File: src/rtl/btn_pkg.sv
// Shared types and constants for push-button conditioning.
// Pure definitions: no logic, no latency, no flow control.
package btn_pkg;

    typedef enum logic [1:0] {
        IDLE   = 2'b00,
        ARM_HI = 2'b01,
        HIGH   = 2'b10,
        ARM_LO = 2'b11
    } btn_state_t;

    localparam int CLK_HZ        = 100_000_000;
    localparam int DEBOUNCE_10MS = 1_000_000;

endpackage

File: src/rtl/sync_2ff.sv
// Two-flop synchroniser for one asynchronous pad bit, reset to 0.
// Latency 2 clk edges; no backpressure (free-running sampler).
module sync_2ff (
    input  logic clk,
    input  logic rst_n,
    input  logic d,
    output logic q
);

    logic s1;

    always_ff @(posedge clk or negedge rst_n) begin
        if (!rst_n) begin
            s1 <= 1'b0;
            q  <= 1'b0;
        end else begin
            s1 <= d;
            q  <= s1;
        end
    end

endmodule

File: src/rtl/btn_debounce.sv
// Debounces a raw button into a registered level plus press/release pulses.
// Latency 2 + DEBOUNCE_CYCLES edges per accepted change; no backpressure.
module btn_debounce
    import btn_pkg::*;
#(
    parameter int DEBOUNCE_CYCLES = DEBOUNCE_10MS,
    parameter int CNT_W           = $clog2(DEBOUNCE_CYCLES)
) (
    input  logic clk,
    input  logic rst_n,
    input  logic button,
    output logic btn_level,
    output logic btn_press,
    output logic btn_release
);

    localparam logic [CNT_W-1:0] TERM = CNT_W'(DEBOUNCE_CYCLES - 1);

    logic             s2;
    btn_state_t       state;
    btn_state_t       state_nxt;
    logic [CNT_W-1:0] cnt;
    logic [CNT_W-1:0] cnt_nxt;
    logic             level_nxt;
    logic             press_nxt;
    logic             release_nxt;

    sync_2ff u_sync (
        .clk   (clk),
        .rst_n (rst_n),
        .d     (button),
        .q     (s2)
    );

    always_ff @(posedge clk or negedge rst_n) begin
        if (!rst_n) begin
            state       <= IDLE;
            cnt         <= '0;
            btn_level   <= 1'b0;
            btn_press   <= 1'b0;
            btn_release <= 1'b0;
        end else begin
            state       <= state_nxt;
            cnt         <= cnt_nxt;
            btn_level   <= level_nxt;
            btn_press   <= press_nxt;
            btn_release <= release_nxt;
        end
    end

    // Counter restarts on every state change, so it can never pass TERM.
    always_comb begin
        state_nxt   = state;
        cnt_nxt     = cnt;
        level_nxt   = btn_level;
        press_nxt   = 1'b0;
        release_nxt = 1'b0;
        case (state)
            IDLE: begin
                if (s2) begin
                    state_nxt = ARM_HI;
                    cnt_nxt   = '0;
                end
            end
            ARM_HI: begin
                if (!s2) begin
                    state_nxt = IDLE;
                    cnt_nxt   = '0;
                end else if (cnt == TERM) begin
                    state_nxt = HIGH;
                    cnt_nxt   = '0;
                    level_nxt = 1'b1;
                    press_nxt = 1'b1;
                end else begin
                    cnt_nxt = cnt + CNT_W'(1);
                end
            end
            HIGH: begin
                if (!s2) begin
                    state_nxt = ARM_LO;
                    cnt_nxt   = '0;
                end
            end
            ARM_LO: begin
                if (s2) begin
                    state_nxt = HIGH;
                    cnt_nxt   = '0;
                end else if (cnt == TERM) begin
                    state_nxt   = IDLE;
                    cnt_nxt     = '0;
                    level_nxt   = 1'b0;
                    release_nxt = 1'b1;
                end else begin
                    cnt_nxt = cnt + CNT_W'(1);
                end
            end
            default: begin
                state_nxt = IDLE;
                cnt_nxt   = '0;
            end
        endcase
    end

endmodule

File: config.mk
export PLATFORM = sky130hd
export DESIGN_NAME = btn_debounce
export DESIGN_NICKNAME = d
export VERILOG_FILES = /design/src/rtl/btn_pkg.sv /design/src/rtl/sync_2ff.sv /design/src/rtl/btn_debounce.sv
export SDC_FILE = /design/constraint.sdc
export NUM_CORES = 1
export LEC_CHECK = 0
export ABC_AREA = 1
export BUFFER_PORTS_ARGS = -buffer_cell sky130_fd_sc_hd__clkbuf_2
export CAP_MARGIN = 10
export CELL_PAD_IN_SITES_DETAIL_PLACEMENT = 0
export CELL_PAD_IN_SITES_GLOBAL_PLACEMENT = 1
export CORE_MARGIN = 3
export CORE_UTILIZATION = 49
export DETAILED_ROUTE_END_ITERATION = 16
export PLACE_DENSITY = 0.82
export SLEW_MARGIN = 15
export SYNTH_ARGS = -nofsm -noshare
export SYNTH_HDL_FRONTEND = slang
export SYNTH_SLANG_ARGS = --single-unit
File: constraint.sdc
create_clock -name clk -period 3.6 [get_ports clk]
set_input_delay 0.36 -clock clk [delete_from_list [all_inputs] [get_ports clk]]
set_output_delay 0.36 -clock clk [all_outputs]
set_load 0.05 [all_outputs]
Yosys cells after proc, flatten, opt, wreduce, memory -nomap -nowiden
Cells that the tools add are included.
{"block": "op_classes", "n_eq_ne": 12, "n_mux": 23, "multipliers": 0, "shifts": 0, "magnitude_cmp": 0, "div": 0, "reduce_logical": 5, "n_addsub": 1, "bitwise": 0}
{"operator": "20-bit two-way mux", "n": 5}
{"operator": "20-bit case mux with 4 select lines", "n": 1}
{"operator": "20-bit by 1-bit adder with 20-bit output (second input constant)", "n": 1}
{"operator": "20-bit equality test (second input constant)", "n": 1}
{"operator": "2-bit two-way mux", "n": 6}
{"operator": "1-bit two-way mux", "n": 9}
{"operator": "2-bit inequality test (second input constant)", "n": 4}
{"operator": "2-bit case mux with 4 select lines", "n": 1}
{"operator": "5-bit AND reduction", "n": 1}
{"operator": "2-bit equality test (second input constant)", "n": 2}
{"operator": "2-bit by 1-bit inequality test with 1-bit output (second input constant)", "n": 2}
{"operator": "4-bit AND reduction", "n": 1}
{"operator": "3-bit by 2-bit inequality test with 1-bit output (second input constant)", "n": 1}
{"operator": "3-bit inequality test (second input constant)", "n": 1}
{"operator": "2-bit by 1-bit equality test with 1-bit output (second input constant)", "n": 1}
{"operator": "2-bit logical NOT", "n": 1}
{"operator": "1-bit case mux with 2 select lines", "n": 1}
{"operator": "2-bit AND reduction", "n": 1}
{"operator": "2-bit nonzero test", "n": 1}
{"block": "word_totals", "latchBits": 0, "ff_bits": 27, "romBits": 0, "word_cells": 48, "memories": 0, "ramBits": 0, "output_inout_bits": 3}

Logic depth before layout (Yosys ltp)
{"block": "logic_depth", "ltp_word": 4, "ltp_mapped": 9, "mapped_depth_nobuf": 9}

Cells and area by module
A second synthesis with hierarchy kept.
{"block": "unflattened", "hier_cells": 200, "hier_area_um2": 1556.5}
{"mod": "btn_debounce", "n_inst": 1, "cells_per_inst": 198, "area_per_inst_um2": 1506.4, "seq_area_each_um2": 625.6}
{"mod": "sync_2ff", "n_inst": 1, "cells_per_inst": 2, "area_per_inst_um2": 50.0, "seq_area_each_um2": 50.0}

Worst setup path before layout
OpenSTA, ideal clock, no wires.
{"block": "synth_path", "path_type": "reg-to-reg", "start": "register cnt[0]", "end": "register cnt[3]", "path_slack_ns": 2.090, "stages_incl_launch_ff": 7, "period_less_slack_ns": 1.510, "t_arrival_ns": 1.373, "required_ns": 3.463, "path_cell_list": "dfrtp_1 > ha_1 > nand2_2 > nor2_4 > nand3_2 > o21bai_4 > o22ai_2"}
{"block": "synth_via", "elab_chain_cells": 4, "elab_cells_between_ends": 6}
{"element": "from (decl)", "line_no": "btn_debounce.sv:22", "text": "logic [CNT_W-1:0] cnt;"}
{"element": "from (signal assigned)", "line_no": "btn_debounce.sv:44", "text": "cnt <= cnt_nxt;"}
{"element": "20-bit by 1-bit adder with 20-bit output or 20-bit equality test (tied branches)"}
{"element": "20-bit two-way mux *", "line_no": "btn_debounce.sv:69, btn_debounce.sv:88"}
{"element": "20-bit two-way mux, on equally long branches", "line_no": "btn_debounce.sv:85, btn_debounce.sv:66"}
{"element": "20-bit case mux with 4 select lines *", "line_no": "btn_debounce.sv:58", "text": "case (state)"}
Every way passes the cells marked *; elsewhere a longest branch is shown, timed or not.
A chain may end at the register's enable or synchronous reset.

Worst setup path after layout
{"block": "layout_path", "start": "register cnt[0]", "end": "register cnt[8]"}
The elaborated chain is that of the path after synthesis.

==> metrics.txt <==
via count=1489; Top delay family on crit path=simple AND/OR/NAND/NOR gates; DR pass1 iterations=4; cell area after synthesis=between 0.0015 and 0.002 sq mm; starting density of the core=about half; CP most frequent cell=nor2_4; Synth Instances=238; pwr/cell area=roughly 330 mW/mm^2; Worst slew margin=55.1%; crit-path max cell delay=0.52 ns; final setup margin=1.63 ns; RR Startpoint=cnt[0]$_DFFE_PN0P_; syn_nets=242; RSZ-0062 raised after global routing=no; Via density=5.19; routability cong.=just over 0.8; pin count of the biggest net entering global routing=28; Die Height=about 66 microns; Skew-Pair Late Insertion Delay=0.33 ns; Post-CTS Hold Buffers=0; CTS tree=yes; Yosys Warn Count=0; I/O Buffers=5; # clock sinks=27; Ant. Diodes=0; most common cell after layout, fill and taps aside=nand2_1; Cell Chain, Critical Path=ha_1, nand2_2, nor2_4, nand3_2, nor2_4, nor2_2, nand3_1, nand2_1; chip width=roughly 66 microns; worst-path fanout max=11; DP Wirelength=roughly 2800 microns; vias in the first global route=1423; Seq cells post-synth=27; routed length per placed instance=13.0 microns; Peak VDD IR=~0.11 mV; WL final=3740 microns; CP bufs+invs=0; Final ANT Viol Nets=0; Clock Skew=0.00450 ns; fmax=509 MHz; root buf cell=clkbuf_4; fin. max-slew vios=0; CTS Buf Count=3; Final Hold Viols=0; first-pass GRT wire length=6450 microns; slowest cell on the critical path=nor2_2; Lkg Pwr=0.780 nW; hold crit path type=in -> async; max-capacitance violation count=0; Core ar.=between 0.003 and 0.004 sq mm; syn_area_per_cell=7.39 sq um; Cell Rows=21; Pwr Total=0.000608 W; layout cell share with drive strength beyond 1=between 15 and 20%; H-tree Lvls=1; most frequent cells in the layout=nand2_1, dfrtp_1, inv_1; Fin Hold WS=0.0310 ns; fill count=331; Unique masters post-synth=24; setup TNS=0 ns; Util after Layout=54.1%; crit path kind=reg -> reg; 1st-iter DRT viols=114; setup repair bufs after CTS=0; R2R depth=8; clock slew at reported path FFs=0.15 ns; IO Pins=6; sequential cell area fraction in the yosys report=about two fifths; # DRC=0; pin slew with the least headroom to its limit=0.674 ns; Reg-to-Reg End=cnt[8]$_DFFE_PN0P_; crit path time final=just under 2 ns; status=finished, final reports clean; CP Capture Type=register; clk buf depth=2; Final Cycle Share=54.6%; endpoints failing setup=0; Setup WS pre-CTS=~1.6 ns; Resized Gates After CTS=0; GRT Util Overall=19.2%; Die Area=0.00434 sq mm; Arr. time, crit path=around 2.3 ns; crit path launch type=register; Area Growth Syn to Fin=4.34%; Total Nets Final=246; gr ovfl total=0; reg2reg setup slack=approximately 1.6 ns; initial antenna violation count=0; CP required=3.88 ns
[kinds of logic after synthesis]
| kind of cell | share of synthesized area [%] |
|---|---|
| adder cells (fa/ha/maj) | 0.712 |
| AO/OA/AOI/OAI | 9.11 |
| XOR/XNOR | 1.99 |
| AND/OR/NAND/NOR | 41.5 |
| buffers and inverters | 8.26 |
| flip-flops | 38.4 |
[worst max-delay path by stage]
stage	startpoint	to	slack [ns]	depth (start not counted)
2_1_floorplan	cnt[0]$_DFFE_PN0P_	cnt[3]$_DFFE_PN0P_	2.09	6
3_3_place_gp	cnt[0]$_DFFE_PN0P_	cnt[8]$_DFFE_PN0P_	1.76	8
3_5_place_dp	cnt[0]$_DFFE_PN0P_	cnt[8]$_DFFE_PN0P_	1.64	8
4_1_cts	cnt[0]$_DFFE_PN0P_	cnt[8]$_DFFE_PN0P_	1.61	8
5_1_grt	cnt[0]$_DFFE_PN0P_	cnt[8]$_DFFE_PN0P_	1.51	8
6_report	cnt[0]$_DFFE_PN0P_	cnt[8]$_DFFE_PN0P_	1.63	8
[final cells by class]
type                            count  area [sq um]  area share, %
Tap cell                           46          57.6           3.14
Timing Repair Buffer                6          32.5           1.77
Sequential cell                    27           676           36.8
Inverter                           28           105           5.73
Multi-Input combinational cell    176           937           51.1
Clock buffer                        4          26.3           1.43
[cell usage after synthesis]
library cell  count  area share [%]
nor3_1            2            0.57
nand2_1          83              18
inv_1            25             5.3
inv_2             3            0.64
xnor2_1           1            0.50
buf_2             5             1.4
nand2_2           4             1.4
nand3_2          10             5.7
clkbuf_1          1            0.21
o21ai_2           4             2.0
nor2_1           23             4.9
o21ai_0           6             1.7
o21bai_4          1             1.1
ha_1              1            0.71
a21oi_2           1            0.50
xor2_1            3             1.5
nand4_1          10             3.6
nor2_2            8             2.8
dfrtp_1          27              38
o21ai_1           1            0.28
buf_6             1            0.64
nand3_1          10             2.8
nor2_4            3             1.9
o22ai_2           5             3.6
[flip-flops by register name, indices dropped and copies added, names as in the netlist, named ones only]
register     count
u_sync.q         1
state            1
cnt             20
u_sync.s1        1
btn_press        1
btn_level        1
btn_release      1
[worst reg2reg max path: cells and delay by family, from the launching register on]
family / cells / cell delay [ns]
fa+ha+maj: 1 / 0.27
simple gates: 7 / 1.16
flops: 1 / 0.49
[per-layer routing]
metal	vias to the layer above	share of wire, %	GRT usage (%)	wire length (microns)
met3	5	1.8	2.04	66
met2	14	48	32.5	1790
met5	-	0	0	0
met4	0	1.2	5.44	44
met1	709	49	25.6	1840
li1	761	-	-	-
[through the flow]
step	cell area, sq um	std cells
floorplan	1760	238
global placement	1810	283
detailed placement	1810	283
CTS	1830	287
global route	1830	287
finish	1830	287
[where the power goes]
group          internal [W]  switching (W)  total [W]
registers          0.000320      0.0000313   0.000351
logic             0.0000381      0.0000822   0.000120
clock network     0.0000435      0.0000930   0.000136
total              0.000402       0.000207   0.000608
No activity file was read; power rests on OpenSTA's default activity.
